## src/rtl/sipo_deser.sv

```systemverilog
`default_nettype none
// ============================================================================
// Module   : sipo_deser
// Brief    : WIDTH-bit framed serial-to-parallel deserialiser with a holding
//            register, valid/ready output handshake and overrun pulse.
// Revision : 1.0
// ============================================================================
module sipo_deser #(
  parameter int WIDTH     = 8,
  parameter bit MSB_FIRST = 1'b1
) (
  input  logic             clk,
  input  logic             rst,
  input  logic             sin,
  input  logic             sin_valid,
  input  logic             frame_start,
  output logic [WIDTH-1:0] po,
  output logic             po_valid,
  input  logic             po_ready,
  output logic             overrun
);

  localparam int               c_cnt_w = (WIDTH > 1) ? $clog2(WIDTH) : 1;
  localparam logic [c_cnt_w-1:0] c_last  = c_cnt_w'(WIDTH - 1);
  localparam logic [c_cnt_w-1:0] c_one   = c_cnt_w'(1);

  logic [WIDTH-1:0]   r_sr;
  logic [c_cnt_w-1:0] r_cnt;
  logic [WIDTH-1:0]   r_po;
  logic               r_po_valid;
  logic               r_overrun;

  logic [WIDTH-1:0]   w_sr_next;
  logic [c_cnt_w-1:0] w_cnt_base;
  logic               w_complete;
  logic               w_take;
  logic               w_load;

  generate
    if (MSB_FIRST) begin : g_msb_first
      assign w_sr_next = {r_sr[WIDTH-2:0], sin};
    end else begin : g_lsb_first
      assign w_sr_next = {sin, r_sr[WIDTH-1:1]};
    end
  endgenerate

  // A resync restarts the count before the current bit is accepted, so a
  // bit arriving with frame_start can never complete a word.
  assign w_cnt_base = frame_start ? '0 : r_cnt;
  assign w_complete = sin_valid && (w_cnt_base == c_last);
  assign w_take     = r_po_valid && po_ready;
  assign w_load     = w_complete && (!r_po_valid || po_ready);

  always_ff @(posedge clk or posedge rst) begin
    if (rst) begin
      r_sr  <= '0;
      r_cnt <= '0;
    end else if (sin_valid) begin
      r_sr  <= w_sr_next;
      r_cnt <= w_complete ? '0 : (w_cnt_base + c_one);
    end else if (frame_start) begin
      r_cnt <= '0;
    end
  end

  // Holding register: a completed word may replace the held one only in the
  // same cycle the consumer takes it; otherwise the new word is dropped.
  always_ff @(posedge clk or posedge rst) begin
    if (rst) begin
      r_po       <= '0;
      r_po_valid <= 1'b0;
      r_overrun  <= 1'b0;
    end else begin
      r_overrun <= w_complete && r_po_valid && !po_ready;
      if (w_load) begin
        r_po       <= w_sr_next;
        r_po_valid <= 1'b1;
      end else if (w_take) begin
        r_po_valid <= 1'b0;
      end
    end
  end

  assign po       = r_po;
  assign po_valid = r_po_valid;
  assign overrun  = r_overrun;

endmodule
`default_nettype wire

```

## config.mk

```make
export PLATFORM = sky130hd
export DESIGN_NAME = sipo_deser
export DESIGN_NICKNAME = d
export VERILOG_FILES = /design/src/rtl/sipo_deser.sv
export SDC_FILE = /design/constraint.sdc
export NUM_CORES = 1
export LEC_CHECK = 0
export BUFFER_PORTS_ARGS = -buffer_cell sky130_fd_sc_hd__buf_2
export CAP_MARGIN = 20
export CORE_MARGIN = 2
export CORE_UTILIZATION = 52
export DETAILED_ROUTE_END_ITERATION = 7
export GPL_ROUTABILITY_DRIVEN = 0
export PLACE_DENSITY = 0.76
export REMOVE_ABC_BUFFERS = 1
export SYNTH_ARGS = -nofsm -noshare
export SYNTH_HDL_FRONTEND = slang
export SYNTH_SLANG_ARGS = --single-unit
```

## constraint.sdc

```tcl
create_clock -name clk -period 2 [get_ports clk]
set_clock_uncertainty 0.15 [all_clocks]
set_input_delay 0.4 -clock clk [delete_from_list [all_inputs] [get_ports clk]]
set_output_delay 0.4 -clock clk [all_outputs]
set_load 0.1 [all_outputs]
```

==> run metrics <==
status finished clean; PnR Total Power 734 µW; worst hold path depth 2; ant diodes 0; maximum buffer depth of the clock tree 2; Seq/Total Area, Yosys 0.581; post-CTS resize count 0; DR iter-0 viols 3; cts hold-fix bufs 1; IO buf count 15; die height 44.7 µm; Starting Density 0.565; element type at the critical path end flop; Final Hold Slack 0.203 ns; Critical Path Source Type flop; pwr/cell area 734 nW/µm²; gate count of the mapped netlist 53; Worst R2R Start r_cnt[1]; leakage power 0.000542 µW; Residual DRC 0; area of placed instances 967 µm²; fin area 1000 µm²; Worst Path Max Fanout 8; Slew headroom 0.678; Worst-Margin Slew 0.487 ns; maxcap violations 0; WL met3 45 µm; Max Clk Rate 0.546 GHz; area grow syn2layout 16.1%; CP Class reg -> reg; register bit count reported by yosys 20; fin crit period 1.83 ns; Syn. warnings 0; I/O pin cnt 16; Reg2Reg Depth 7; Synth cell types 14; top sig layer met4; fin crit share 0.916; Die ar. 2000 µm²; clock latency on the worst-skew pair 0.29 ns; Antenna Violating Nets Remaining 0; Chip Width 44.7 µm; HPWL Detailed 880 µm; RSZ-0062 raised after global routing false; Worst EP arrival 1.86 ns; row count 14; clock sink total 20; Hold Path Origin sin; Hold Fails Final Rpt 0; post-CTS setup buffers 0; Setup TNS 0 ns; Worst R2R Setup Slack 0.17 ns; Synth Cell Area 861 µm²; fin nets 84; Seq pwr share 0.639; CTS tree built; combinational power share 0.116; Met1 Routed Length 611 µm; CTS Buf Count 3; layout cell share with drive strength beyond 1 0.554; most common cell after layout, fill and taps aside dfrtp_1; Reg clk slew, reported paths 0.11 ns; clock power share 0.245; Root Buffer clkbuf_4; internal power 562 µW; vias post-DR 460; initial antenna violation count 0; class of the worst hold path in -> reg; Mapped Avg Cell Area 16.2 µm²; Finished Core Util 0.656; worst reg2reg path endpoint po[4]; CP Data Required Time 2.02 ns; total grt overflow 0; total track usage 0.149; largest net degree at the start of global routing 21; Post-Route WL 1240 µm; Max VDD drop 0.546 mV; Core Box Area 1520 µm²; most frequent cells in the layout dfrtp_1, buf_2, mux2_4, mux2_2; post-DR wirelength/cell 13.7 µm; vias in the first global route 483; H-tree depth 1; drt pass-1 iters 4; Vias/cell 5.11; met2 wire length 561 µm; first-pass GRT wire length 2080 µm; Worst Hold End po[0]; fin. max-slew vios 0; Net Sw Frac 0.234; setup violators final 0; switching pwr 172 µW
[power by group through the flow]
stage | registers, µW | clock network (µW) | logic (µW)
after floorplan | 478 | 0 | 53.7
after global placement | 475 | 0 | 81.8
after detailed placement | 478 | 0 | 85.1
after CTS | 470 | 186 | 86.9
after global routing | 474 | 200 | 92.4
final | 469 | 180 | 84.8
[cell usage after synthesis, drive strengths merged]
cell type,number,area share
nand2b,1,0.016
buf,2,0.036
nor2b,4,0.038
nand2,2,0.017
ha,2,0.029
nor2,2,0.0087
mux2,16,0.24
dfrtp,20,0.58
inv,2,0.0087
a22o,2,0.020
[layer usage]
layer | global-route usage | up-vias
li1 | - | 221
met1 | 0.191 | 226
met2 | 0.235 | 11
met3 | 0.0245 | 2
met4 | 0.0909 | 0
met5 | 0 | -
[stage by stage]
stage / setup slack [ns] / cells
6_report: 0.168 / 90
5_1_grt: 0.0136 / 90
3_5_place_dp: 0.000957 / 86
3_3_place_gp: 0.0277 / 86
2_1_floorplan: 0.140 / 51
4_1_cts: 0.167 / 90
[registers in the layout (all words and copies together) (netlist names)]
name,flops
po,8
r_cnt,3
overrun,1
po_valid,1
r_sr,7
[worst max-delay path: stages (launching register included)]
cell and delay, ns:
dfrtp_1 0.34, nor2b_1 0.18, ha_1 0.18, ha_1 0.21
nand2_4 0.08, nor2b_4 0.12, buf_12 0.14, mux2_4 0.30
[cell families after synthesis]
family,synth area share
AOI/OAI and AO/OA,0.0204
adders and majority gates,0.0291
buffers and inverters,0.0451
DFF,0.581
muxes,0.244
and+or+nand+nor,0.0799
[worst max path at each step]
stage	slack [ns]	endpoint	from
after detailed placement	0.001	po[4]	frame_start
after floorplan	0.14	po[0]	po_valid
final	0.17	po[4]	r_cnt[1]
after global placement	0.03	po[3]	frame_start
after CTS	0.17	po[4]	r_cnt[1]
after global routing	0.01	po[4]	r_cnt[1]
[layout make-up]
cell class                 count  area, µm²
tap                           16       20.0
sequential                    20        500
clock buffer                   3       22.5
timing repair buffer          20        128
multi-input combinational     29        322
inverter                       2       7.51
fill                         118        524
No activity file was read; power rests on OpenSTA's default activity.
